**config.mk**
```make
export PLATFORM = sky130hd
export DESIGN_NAME = dt_xbar
export DESIGN_NICKNAME = d
export VERILOG_FILES = /design/src/rtl/dt_xbar_pkg.sv /design/src/rtl/dt_xbar_arb.sv /design/src/rtl/dt_xbar.sv
export SDC_FILE = /design/constraint.sdc
export NUM_CORES = 1
export LEC_CHECK = 0
export BUFFER_PORTS_ARGS = -buffer_cell sky130_fd_sc_hd__buf_2
export CORE_ASPECT_RATIO = 0.6
export CORE_MARGIN = 2
export CORE_UTILIZATION = 55
export DETAILED_ROUTE_END_ITERATION = 12
export GPL_TIMING_DRIVEN = 1
export PLACE_DENSITY = 0.84
export SYNTH_ARGS = -nofsm -noshare
export SYNTH_HDL_FRONTEND = slang
export SYNTH_HIERARCHICAL = 1
export SYNTH_SLANG_ARGS = --single-unit
```
**constraint.sdc**
```tcl
create_clock -name clk -period 10.75 [get_ports clk]
set_clock_uncertainty 0.15 [all_clocks]
set_input_delay 0.5375 -clock clk [delete_from_list [all_inputs] [get_ports clk]]
set_output_delay 0.5375 -clock clk [all_outputs]
set_load 0.005 [all_outputs]
```
**src/rtl/dt_xbar_pkg.sv**
```systemverilog
// dt_xbar_pkg: shared status codes, default sizes and an index-width helper
// for the dt_xbar crossbar. Build option: DT_XBAR_RR_EN selects round-robin
// arbitration per output; when undefined, lowest input index wins.
package dt_xbar_pkg;

   localparam logic [1:0] ST_IDLE    = 2'b00;
   localparam logic [1:0] ST_OK      = 2'b01;
   localparam logic [1:0] ST_CONTEND = 2'b10;

   localparam int DEF_N_IN   = 4;
   localparam int DEF_N_OUT  = 5;
   localparam int DEF_DATA_W = 16;

   localparam logic [7:0] DROP_MAX = 8'hFF;

   // Width of an index into n items, never narrower than one bit.
   function automatic int idx_w(input int n);
      return (n > 1) ? $clog2(n) : 1;
   endfunction

endpackage

```
**src/rtl/dt_xbar_arb.sv**
```systemverilog
// dt_xbar_arb: one N_IN-way arbiter for a single crossbar output.
// With DT_XBAR_RR_EN defined the search starts at a rotating pointer that
// moves to winner+1 after each grant; otherwise the pointer is constant 0
// (fixed priority, lowest index wins) and no state exists.
// Handshake: grant is one-hot and only asserted when en=1 and req is non-empty.
module dt_xbar_arb #(
   parameter int N_IN  = 4,
   parameter int PTR_W = 2
) (
`ifdef DT_XBAR_RR_EN
   input  logic             clk,
   input  logic             rst,
`endif
   input  logic [N_IN-1:0]  req,
   input  logic             en,
   output logic [N_IN-1:0]  grant,
   output logic             contend,
   output logic [PTR_W-1:0] ptr
);

   int   win;
   int   idx;
   logic found;

   // Find the first requester at or after the pointer, wrapping around.
   always_comb begin
      found = 1'b0;
      win   = 0;
      idx   = 0;
      for (int k = 0; k < N_IN; k++) begin
         idx = int'(ptr) + k;
         if (idx >= N_IN) idx = idx - N_IN;
         if (!found && req[idx]) begin
            found = 1'b1;
            win   = idx;
         end
      end
   end

   // One-hot grant for the winner, plus a flag for two or more requesters.
   always_comb begin
      for (int i = 0; i < N_IN; i++) begin
         grant[i] = en && found && (win == i);
      end
      contend = |(req & (req - N_IN'(1)));
   end

`ifdef DT_XBAR_RR_EN
   // Rotate the pointer past the winner on every grant.
   always_ff @(posedge clk or posedge rst) begin
      if (rst) begin
         ptr <= '0;
      end else if (en && found) begin
         ptr <= (win == N_IN - 1) ? '0 : PTR_W'(win + 1);
      end
   end
`else
   assign ptr = '0;
`endif

endmodule

```
**src/rtl/dt_xbar.sv**
```systemverilog
// dt_xbar: N_IN x N_OUT crossbar with one registered slot per output.
// Build option: DT_XBAR_RR_EN (round-robin per output, else fixed priority).
// Handshake: an input holds in_valid/in_dest/in_data until in_ack=1 (same
// cycle, combinational); an output slot is consumed when out_valid &&
// out_ready, and may be refilled in that same cycle.
// Requests to a destination >= N_OUT are acked at once and counted as drops.
// arb_ptr exposes every output's arbiter pointer for observation.
module dt_xbar
   import dt_xbar_pkg::*;
#(
   parameter  int N_IN   = DEF_N_IN,
   parameter  int N_OUT  = DEF_N_OUT,
   parameter  int DATA_W = DEF_DATA_W,
   localparam int DEST_W = idx_w(N_OUT),
   localparam int PTR_W  = idx_w(N_IN)
) (
   input  logic                           clk,
   input  logic                           rst,
   input  logic [N_IN-1:0]                in_valid,
   input  logic [N_IN-1:0][DEST_W-1:0]    in_dest,
   input  logic [N_IN-1:0][DATA_W-1:0]    in_data,
   output logic [N_IN-1:0]                in_ack,
   output logic [N_OUT-1:0]               out_valid,
   output logic [N_OUT-1:0][1:0]          out_status,
   output logic [N_OUT-1:0][DATA_W-1:0]   out_data,
   input  logic [N_OUT-1:0]               out_ready,
   output logic [7:0]                     drop_cnt,
   output logic [N_OUT-1:0][PTR_W-1:0]    arb_ptr
);

   logic [N_OUT-1:0][N_IN-1:0]   req;
   logic [N_OUT-1:0][N_IN-1:0]   grant;
   logic [N_OUT-1:0]             contend;
   logic [N_OUT-1:0]             en;
   logic [N_IN-1:0]              drop;
   logic [N_OUT-1:0][DATA_W-1:0] win_data;
   logic [8:0]                   drop_sum;

   // Route requests to outputs; reset suppresses every accept and drop.
   always_comb begin
      for (int j = 0; j < N_OUT; j++) begin
         en[j] = !rst && (!out_valid[j] || out_ready[j]);
         for (int i = 0; i < N_IN; i++) begin
            req[j][i] = in_valid[i] && (int'(in_dest[i]) == j);
         end
      end
      for (int i = 0; i < N_IN; i++) begin
         drop[i] = !rst && in_valid[i] && (int'(in_dest[i]) >= N_OUT);
      end
   end

   for (genvar j = 0; j < N_OUT; j++) begin : g_arb
      dt_xbar_arb #(
         .N_IN  (N_IN),
         .PTR_W (PTR_W)
      ) u_arb (
`ifdef DT_XBAR_RR_EN
         .clk     (clk),
         .rst     (rst),
`endif
         .req     (req[j]),
         .en      (en[j]),
         .grant   (grant[j]),
         .contend (contend[j]),
         .ptr     (arb_ptr[j])
      );
   end

   // Ack an input when any output grants it or its packet is dropped;
   // select each output's winning payload (grants are one-hot).
   always_comb begin
      for (int i = 0; i < N_IN; i++) begin
         in_ack[i] = drop[i];
         for (int j = 0; j < N_OUT; j++) begin
            in_ack[i] = in_ack[i] | grant[j][i];
         end
      end
      for (int j = 0; j < N_OUT; j++) begin
         win_data[j] = '0;
         for (int i = 0; i < N_IN; i++) begin
            if (grant[j][i]) win_data[j] = in_data[i];
         end
      end
      drop_sum = {1'b0, drop_cnt};
      for (int i = 0; i < N_IN; i++) begin
         drop_sum = drop_sum + 9'(drop[i]);
      end
   end

   // Output slots: load on grant (drain+refill allowed), clear on drain.
   always_ff @(posedge clk or posedge rst) begin
      if (rst) begin
         out_valid  <= '0;
         out_status <= '0;
         out_data   <= '0;
      end else begin
         for (int j = 0; j < N_OUT; j++) begin
            if (|grant[j]) begin
               out_valid[j]  <= 1'b1;
               out_data[j]   <= win_data[j];
               out_status[j] <= contend[j] ? ST_CONTEND : ST_OK;
            end else if (out_valid[j] && out_ready[j]) begin
               out_valid[j]  <= 1'b0;
               out_status[j] <= ST_IDLE;
            end
         end
      end
   end

   // Saturating count of invalid-destination drops.
   always_ff @(posedge clk or posedge rst) begin
      if (rst) begin
         drop_cnt <= '0;
      end else if (drop_sum > 9'(DROP_MAX)) begin
         drop_cnt <= DROP_MAX;
      end else begin
         drop_cnt <= drop_sum[7:0];
      end
   end

endmodule
```
==> impl_metrics.tcl, run 1 <==
set metrics [dict create \
    drive_gt1_share_pct 25.8 \
    synthTopCellsByArea "dfrtp_1, a221o_1, a2bb2oi_1" \
    synth.distinct_cells 40 \
    gr-total-overflow 0 \
    start_kind "primary input" \
    crit_family "buffers and inverters" \
    antenna_left 0 \
    worstPathMaxFanout 58 \
    start_util_pct 55.8 \
    place_area_um2 7920 \
    cpPeakStageDelay_ns 0.66 \
    cp_slowest_cell "buf_4" \
    die_w_um 151 \
    routed_wl_um 24200 \
    p_sw_share_pct 32.1 \
    min_period_ns 4.16 \
    maxCapViolations 0 \
    synth_top_flop_cell "dfrtp_1" \
    fin_area_um2 8210 \
    rows 32 \
    synthAdderAreaFrac_pct 1.02 \
    postCtsSetupRepairBufs 0 \
    cp_cell_sequence "buf_2 -> inv_4 -> buf_4 -> o21a_1 -> and4b_1 -> buf_4 -> or3_1 -> buf_2" \
    grt_pass1_vias 6575 \
    cts_root_buf "clkbuf_16" \
    p_seq_share_pct 43.1 \
    cts.repair.resized 0 \
    drv_slew 0 \
    cts.clk_slew.worst_paths_ns 0.06 \
    tns_ns 0 \
    p_int_uw 932 \
    netlist_instances 790 \
    track_usage_pct 35.3 \
    clock-sinks 103 \
    first_iter_violations 949 \
    synthSimpleGateAreaFrac_pct 23.7 \
    vias_per_cell 6.67 \
    cts_buffers 9 \
    hpwl_um 15900 \
    avgRoutedWirePerCell_um 22.0 \
    switchingPower_uw 442 \
    rsz0062_at_grt "no" \
    max_freq_mhz 240 \
    ys_seq_area_share_pct 36.4 \
    synth_area_per_cell_um2 8.97 \
    powerDensity_nw_per_um2 167 \
    antenna_found_initial 0 \
    vias 7333 \
    cp.required_ns 10.06 \
    outcome "completed" \
    ir_worst_vdd_mv 0.0798 \
    nets 1016 \
    core_um2 12700 \
    drc 0 \
    area_growth_pct 15.9 \
    dr.pass1.iters 5 \
    cts.path.max_buffers 2 \
    die_h_um 91.9 \
    synth_top_area_cell "dfrtp_1" \
    num_antenna_cells 0 \
    cts_tree "done" \
    critPathCaptureType "output port" \
    synth_xor_area_share_pct 0 \
    tightest_slew_ns 1.18 \
    grt_pass1_wl_um 37500 \
    path_buf_inv 5 \
    gp_congestion 0.888 \
    synth_compound_area_share_pct 30.0 \
    io_buffers 193 \
    arrival_ns 3.48 \
    crit_type "primary input to output port" \
    setup_viol 0 \
    synth_edf_count 0 \
    period_share_pct 38.7 \
    async_reset_ff_share_pct 100 \
    netlist.area_leader.share_pct 36.4 \
    max_slew_margin_pct 21.5 \
    hold_path_class "primary input to async pin" \
    muxShareOfSynthArea_pct 0.795 \
    synth_area_um2 7080 \
    htreeDepth 3 \
    yosysWarnings 6 \
    clk_latency_ns 0.35 \
    hold_viol 0 \
    combPwrFrac_pct 32.8 \
    clockPowerShare_pct 24.0 \
    ys_ff_latch 103 \
    cts_hold_buf 0 \
    synth_top_family_by_area "compound AO/OA/AOI/OAI gates" \
    ios 204 \
    grt_max_degree 59 \
    dieArea_um2 13800 \
    p_leak_nw 3.69 \
]
==> state kept, by name (all words and copies together) (netlist names) <==
register    cells
out_status     10
out_valid       5
out_data       80
drop_cnt        8
==> metrics by stage <==
step	power (mW)	util [%]	setup WS, ns	cells	hold slack (ns)
2_1_floorplan	0.829	-	6.07	795	0.341
3_3_place_gp	1.03	62.4	6.63	1084	0.339
3_5_place_dp	1.04	62.4	6.57	1084	0.345
4_1_cts	1.37	64.7	6.57	1100	0.220
5_1_grt	1.45	64.7	6.33	1100	0.264
6_report	1.37	64.7	6.59	1100	0.201
==> final timing paths <==
check / from / endpoint / slack, ns / depth (start not counted)
worst max-delay path: rst / in_ack[3] / 6.59 / 8
worst min-delay path: rst / out_data[64] / 0.20 / 2
worst max register to register: out_valid[1] / out_data[30] / 7.83 / 6
worst min register to register: out_status[4] / out_status[4] / 0.35 / 2
max in group asynchronous: rst / out_data[56] / 9.10 / 3
min in group clk: out_ready[0] / out_valid[0] / 0.26 / 2
==> cells in the final DEF, fill, tap and decap left out, types with 5 or more instances in the layout <==
| cell type | synthesis | routed |
|---|---|---|
| a21oi_1 | 84 | 84 |
| nor2b_1 | 5 | 5 |
| nor2_1 | 21 | 21 |
| clkbuf_16 | 0 | 9 |
| and2_1 | 9 | 9 |
| nand3_1 | 16 | 16 |
| a211oi_1 | 10 | 10 |
| dfrtp_1 | 103 | 103 |
| a221o_1 | 76 | 76 |
| buf_4 | 17 | 8 |
| and3b_2 | 5 | 5 |
| a2bb2oi_1 | 76 | 76 |
| o21a_1 | 5 | 5 |
| buf_2 | 31 | 193 |
| mux2_2 | 5 | 5 |
| nand3b_1 | 76 | 76 |
| o21ai_0 | 17 | 17 |
| and3_1 | 6 | 6 |
| inv_1 | 35 | 34 |
| and4b_1 | 5 | 5 |
| nand2_1 | 90 | 90 |
| nor3_4 | 5 | 5 |
| nand2b_1 | 7 | 7 |
| conb_1 | 5 | 10 |
| or3_1 | 6 | 6 |
| nor3_1 | 8 | 8 |
| and4bb_2 | 5 | 5 |
==> cells in the mapped netlist (all sizes together) (3+ instances only) <==
library cell  instances
dfrtp               103
nand2                90
a21oi                84
a221o                76
a2bb2oi              76
nand3b               76
buf                  52
inv                  35
clkbuf               30
nor2                 21
o21ai                17
nand3                16
nor3                 13
a211oi               10
and2                  9
and3b                 9
nand2b                7
and3                  6
nor4                  6
or3                   6
and4b                 5
and4bb                5
conb                  5
mux2                  5
nor2b                 5
o21a                  5
a22oi                 4
o211ai                4
fa                    3
==> cell families (layout without fill, tap and decap cells) <==
family          after synthesis  after routing
compound gates              279            279
fa+ha+maj                     4              4
buf+inv                     117            252
flops                       103            103
mux                           5              5
other cells                   5             10
simple gates                277            277
==> worst reg2reg max path: cells and delay by family, from the launching register on <==
family                 cells  cell delay (ns)
AOI/OAI and AO/OA          3             0.67
buffers and inverters      1             0.07
DFF                        1             0.38
and+or+nand+nor            2             1.58
==> power by group through the flow <==
stage | Sequential [mW] | Clock [mW] | Combinational, mW
2_1_floorplan | 0.580 | 0 | 0.250
3_3_place_gp | 0.595 | 0 | 0.436
3_5_place_dp | 0.589 | 0 | 0.447
4_1_cts | 0.587 | 0.330 | 0.449
5_1_grt | 0.602 | 0.347 | 0.497
6_report | 0.593 | 0.330 | 0.451
==> layout make-up <==
cell class	instances	area, um2
sequential	103	2580
multi-input combinational	575	3970
clock buffer	11	233
fill	1075	4480
timing repair buffer	201	1030
inverter	35	134
clock inverter	5	56.3
tap	170	213
==> metal layers <==
layer	routed length (um)	up-vias	share of wire, %	global-route usage, %
li1	-	3238	-	-
met1	10100	3410	42	54.8
met2	9820	644	41	47.2
met3	3910	41	16	11.4
met4	399	0	1.6	8.25
met5	0	-	0	0
No activity file was read; power rests on OpenSTA's default activity.
==> inputs of run 2 (changes only) <==
--- a/config.mk
+++ b/config.mk
@@ -8,10 +8,10 @@
 export BUFFER_PORTS_ARGS = -buffer_cell sky130_fd_sc_hd__buf_2
 export CORE_ASPECT_RATIO = 0.6
 export CORE_MARGIN = 2
-export CORE_UTILIZATION = 55
+export CORE_UTILIZATION = 53
 export DETAILED_ROUTE_END_ITERATION = 12
 export GPL_TIMING_DRIVEN = 1
-export PLACE_DENSITY = 0.84
+export PLACE_DENSITY = 0.81
 export SYNTH_ARGS = -nofsm -noshare
 export SYNTH_HDL_FRONTEND = slang
 export SYNTH_HIERARCHICAL = 1
==> constraint.sdc (replaced) <==
create_clock -name clk -period 4.1 [get_ports clk]
set_clock_uncertainty 0.15 [all_clocks]
set_input_delay 0.205 -clock clk [delete_from_list [all_inputs] [get_ports clk]]
set_output_delay 0.205 -clock clk [all_outputs]
set_load 0.005 [all_outputs]
==> run 2 against run 1 <==
Against the previous run:
- combinational power increased to 2.7 times the previous value
- non-clock buffer count grew 14
- worst setup slack got worse by 5.8 ns
- total power grew to 2.6 times the previous value
- routed wire length is 2.1% higher
- hold slack worse by 0.15 ns
- cell area is 1.3% higher
- largest cell class unchanged
- highest routed layer unchanged
==> impl_metrics.tcl, run 2 (synthesis gave the netlist of run 1 again) <==
set metrics [dict create \
    outcome "completed" \
    fin_util_pct 64.3 \
    setup_viol 0 \
    crit_top_cell "fa_1" \
    stdcell_count 1115 \
    tns_ns 0 \
    vias_per_cell 6.65 \
    largestRegisters "out_data: 80 flops, out_status: 10 flops, drop_cnt: 8 flops" \
    dieArea_um2 14300 \
    min_from "in_data[50]" \
    start_util_pct 54.8 \
    critPathCaptureType "register" \
    powerDensity_nw_per_um2 429 \
    fin_ws_ns 0.828 \
    cts_hold_buf 6 \
    max_freq_mhz 306 \
    hold_viol 0 \
    rr_startpoint "out_valid[4]" \
    rsz0062_at_grt "no" \
    rrSetupSlack_ns 1.35 \
    cts.path.max_buffers 2 \
    drv_slew 0 \
    dr.pass1.iters 7 \
    cts_root_buf "clkbuf_16" \
    core_um2 12900 \
    first_iter_violations 828 \
    nets 1030 \
    worstRegToRegCells 6 \
    arrival_ns 3.36 \
    largest_register "out_data" \
    io_buffers 193 \
    antenna_found_initial 1 \
    cts_tree "done" \
    drive_gt1_share_pct 26.3 \
    cts.clk_slew.worst_paths_ns 0.08 \
    max_slew_margin_pct 33.7 \
    pre_cts_slack_ns 1.04 \
    grt_max_degree 69 \
    routed_wl_um 24700 \
    cp_slowest_cell "dlygate4sd3_1" \
    crit_type "primary input to register" \
    clock-sinks 103 \
    p_leak_nw 3.75 \
    dp.cells 1092 \
    die_h_um 93.6 \
    ios 204 \
    rows 32 \
    whs_endpoint "out_data[50]" \
    layout_commonest_cell "buf_2" \
    n_fill_cell 1107 \
    start_kind "primary input" \
    hold_path_class "primary input to register" \
    reg2reg_to "out_data[64]" \
    cpPeakStageDelay_ns 0.54 \
    cts_buffers 9 \
    ir_worst_vdd_mv 0.235 \
    cp.required_ns 4.19 \
    hpwl_um 16100 \
    largest_register_ffs 80 \
    cts.repair.resized 0 \
    period_share_pct 79.8 \
    layout_common_cells "buf_2, dfrtp_1, nand2_1, a21oi_1" \
    maxCapViolations 0 \
    grt_pass1_vias 6682 \
    cp_cell_sequence "dlygate4sd3_1 -> buf_2 -> or3_1 -> fa_1 -> inv_1 -> fa_1 -> fa_1 -> nand2b_1 -> mux2_2" \
    clk_latency_ns 0.35 \
    track_usage_pct 34.3 \
    tightest_slew_ns 0.993 \
    area_growth_pct 17.4 \
    gp_congestion 0.921 \
    drc 0 \
    finalPower_mw 3.57 \
    grt_pass1_wl_um 38200 \
    worstPathMaxFanout 8 \
    postCtsSetupRepairBufs 0 \
    antenna_left 0 \
    vias 7411 \
    gr-total-overflow 0 \
    min_period_ns 3.27 \
    htreeDepth 3 \
    die_w_um 153 \
    holdPathStages 3 \
    avgRoutedWirePerCell_um 22.2 \
]
[run 2: cell types whose count changed in the layout (fill, tap and decap cells not counted)]
| cell | delta |
|---|---|
| dlygate4sd3_1 | +6 |
| clkinv_2 | -1 |
| diode_2 | +1 |
| bufinv_16 | -1 |
| clkinvlp_4 | -1 |
| buf_4 | +8 |
| inv_8 | +1 |
| clkinv_4 | +2 |
[run 2: stage by stage]
stage	hold WS, ns	cell area (um2)
after detailed placement	0.169	7980
after floorplan	0.151	7100
final	0.0468	8320
after global placement	0.155	7980
after CTS	0.0357	8310
after global routing	0.0539	8320
[run 2: report_power, final]
group          total [mW]  leakage [nW]  switching (mW)  internal (mW)
clock               0.836         0.136           0.415          0.421
sequential           1.53          1.27           0.221           1.31
combinational        1.20          2.35           0.536          0.669
[run 2: area by class of cell]
class                      count  area (um2)  area share, %
inverter                      35         134           1.61
tap                          170         213           2.56
sequential                   103        2580           31.0
clock inverter                 5        42.5          0.512
clock buffer                  11         233           2.80
timing repair buffer         215        1150           13.8
antenna                        1        2.50         0.0301
multi-input combinational    575        3970           47.7
[run 2: worst max-delay path, delay by kind of cell]
kind                     cells  cell delay [ns]
AND/OR/NAND/NOR              2             0.62
buffers and inverters        3             0.76
multiplexers                 1             0.25
adder cells (fa/ha/maj)      3             1.51
[run 2: worst max-delay path by stage]
stage / startpoint / endpoint
global route: rst / in_ack[1]
detailed placement: rst / drop_cnt[7]
floorplan: rst / out_data[3]
CTS: rst / drop_cnt[7]
global placement: rst / drop_cnt[7]
finish: rst / drop_cnt[7]
[run 2: layer usage]
layer	vias to the layer above	routed length [um]	track usage (%)
li1	3269	-	-
met2	584	9970	47.5
met3	48	3680	10.3
met1	3510	10600	51.7
met4	0	474	9.26
met5	-	0	0
==> inputs of run 3 (changes only) <==
--- a/config.mk
+++ b/config.mk
@@ -5,13 +5,14 @@
 export SDC_FILE = /design/constraint.sdc
 export NUM_CORES = 1
 export LEC_CHECK = 0
+export ABC_AREA = 1
 export BUFFER_PORTS_ARGS = -buffer_cell sky130_fd_sc_hd__buf_2
 export CORE_ASPECT_RATIO = 0.6
 export CORE_MARGIN = 2
-export CORE_UTILIZATION = 53
+export CORE_UTILIZATION = 49
 export DETAILED_ROUTE_END_ITERATION = 12
 export GPL_TIMING_DRIVEN = 1
-export PLACE_DENSITY = 0.81
+export PLACE_DENSITY = 0.78
 export SYNTH_ARGS = -nofsm -noshare
 export SYNTH_HDL_FRONTEND = slang
 export SYNTH_HIERARCHICAL = 1
==> constraint.sdc (replaced) <==
create_clock -name clk -period 2.8 [get_ports clk]
set_clock_uncertainty 0.15 [all_clocks]
set_input_delay 0.14 -clock clk [delete_from_list [all_inputs] [get_ports clk]]
set_output_delay 0.14 -clock clk [all_outputs]
set_load 0.005 [all_outputs]
==> run 3 against run 2 <==
Against the previous run:
- core utilization shrank 5.0 points
- sequential power grew 48%
- area after synthesis grew 10%
- worst setup slack lost 0.66 ns
- first-iteration DRC count grew 53%
- total power grew 46%
- combinational power grew 43%
- clock power grew 50%
- final cell count grew 37%
==> impl_metrics.tcl, run 3 <==
set metrics [dict create \
    p_leak_nw 4.77 \
    gp_congestion 0.988 \
    outcome "completed" \
    gr-total-overflow 0 \
    ys_ff_latch 103 \
    drc 0 \
    rsz0062_at_grt "no" \
    largest_register "out_data" \
    crit_type "primary input to output port" \
    fin_area_um2 9170 \
    synth_area_per_cell_um2 6.91 \
    grt_pass1_wl_um 46200 \
    largestRegisters "out_data: 80 flops, out_status: 10 flops, drop_cnt: 8 flops" \
    ios 204 \
    seqCellArea_um2 2580 \
    first_iter_violations 1270 \
    core_um2 15500 \
    vias_per_cell 5.83 \
    ir_worst_vdd_mv 0.341 \
    cts_buffers 9 \
    yosysWarnings 6 \
    htreeDepth 3 \
    critPathLaunch "out_ready[3]" \
    die_w_um 167 \
    dieArea_um2 17000 \
    yosysMostFrequentCell "nand2_1" \
    ys_seq_area_share_pct 33.1 \
    area_growth_pct 17.6 \
    period_share_pct 94.1 \
    nets 1403 \
    netlist.area_leader.share_pct 33.1 \
    antenna_left 0 \
    track_usage_pct 35.9 \
    powerDensity_nw_per_um2 570 \
    die_h_um 102 \
    hold_path_class "primary input to async pin" \
    io_buffers 193 \
    grt_pass1_vias 7907 \
    cts.path.max_buffers 2 \
    vias 8872 \
    netlist_instances 1129 \
    largest_register_ffs 80 \
    grt_max_degree 61 \
    tns_ns 0 \
    worstPathMaxFanout 14 \
    tightest_slew_ns 0.914 \
    cts.clk_slew.worst_paths_ns 0.08 \
    place_area_um2 8670 \
    cp.required_ns 2.51 \
    synth_top_area_cell "dfrtp_1" \
    cts_tree "done" \
    rows 35 \
    max_freq_mhz 380 \
    clock-sinks 103 \
    synth.distinct_cells 30 \
    arrival_ns 2.34 \
    antenna_found_initial 2 \
    hpwl_um 22400 \
    min_period_ns 2.63 \
    postCtsSetupRepairBufs 0 \
    avgRoutedWirePerCell_um 20.1 \
    async_reset_ff_share_pct 100 \
    synth_area_um2 7800 \
    synth_edf_count 0 \
    maxCapViolations 0 \
    max_slew_margin_pct 39.0 \
    drv_slew 0 \
    hold_viol 0 \
    setup_viol 0 \
    rr_startpoint "out_valid[3]" \
    routed_wl_um 30600 \
    drive_gt1_share_pct 24.8 \
    cts_root_buf "clkbuf_16" \
    n_fill_cell 1504 \
    dr.pass1.iters 8 \
    layout_commonest_cell "nand2_1" \
    multi_input_area_um2 4310 \
    clk_latency_ns 0.36 \
    synthTopCellsByArea "dfrtp_1, nand3_1, nand2_1" \
    synth_common_cells "nand2_1, nand3_1, dfrtp_1" \
    start_util_pct 50.4 \
    start_kind "primary input" \
    critPathCaptureType "output port" \
    synth_top_flop_cell "dfrtp_1" \
    layout_common_cells "nand2_1, nand3_1, buf_2, dfrtp_1, a21oi_1" \
]
==> run 3: cell type report <==
type	count	share of cell area (%)
repair buffers	247	15.7
flip-flops and latches	103	28.1
diodes	2	0.0546
clock inverters	5	0.450
clock buffers	11	2.54
multi-input cells	874	47.0
well taps	203	2.77
inverters	77	3.36
==> run 3: logic make-up after synthesis <==
logic type	synth area share (%)
buffers and inverters	12.5
adders and majority gates	0.931
AOI/OAI and AO/OA	7.56
other	0.241
DFF	33.1
and+or+nand+nor	45.8
==> run 3: metrics by stage <==
step                      utilization [%]  hold slack [ns]  setup WS, ns  instances  power, mW
after floorplan                         -            0.119        -0.909       1134       3.10
after global placement               56.1            0.278       -0.0174       1482       3.88
after detailed placement             56.1            0.295        -0.190       1482       3.93
after CTS                            59.3           0.0352         0.221       1520       5.19
after global routing                 59.3           0.0829         0.106       1521       5.51
final                                59.3           0.0197         0.166       1522       5.22
==> run 3: power breakdown <==
part	switching (mW)	internal (mW)	leakage [nW]	total, mW
Combinational	0.950	0.760	3.38	1.71
Clock	0.639	0.615	0.127	1.25
Sequential	0.344	1.92	1.26	2.26
Total	1.93	3.29	4.77	5.22
==> run 3: metal layers <==
layer / GRT usage [%] / vias to the layer above / share of wire [%]
met5: 0 / - / 0.036
met4: 8.42 / 2 / 1.9
met3: 13.8 / 67 / 16
met2: 46.9 / 671 / 37
met1: 54.7 / 4046 / 45
li1: - / 4086 / -
==> run 3: final timing paths <==
check | endpoint | slack, ns | depth (start not counted)
max | in_ack[2] | 0.17 | 9
max reg2reg | out_data[58] | 0.22 | 6
min | drop_cnt[1] | 0.02 | 3
min in group clk | out_data[47] | 0.07 | 5
max in group asynchronous | out_data[61] | 1.67 | 4
min reg2reg | out_data[4] | 0.35 | 2
==> run 3: critical path, cell delays in order <==
cell	delay, ns
dlygate4sd3_1	0.52
buf_2	0.12
inv_1	0.05
a21oi_1	0.22
inv_1	0.11
nor2_2	0.73
nor3_1	0.11
nand3_1	0.20
buf_2	0.15
==> run 3: repair_timing <==
action                                  CTS  global route
hold buffers                             22             0
endpoints found under the hold margin   132             0
endpoints found under the setup margin   16             0
resized for setup                         1             0
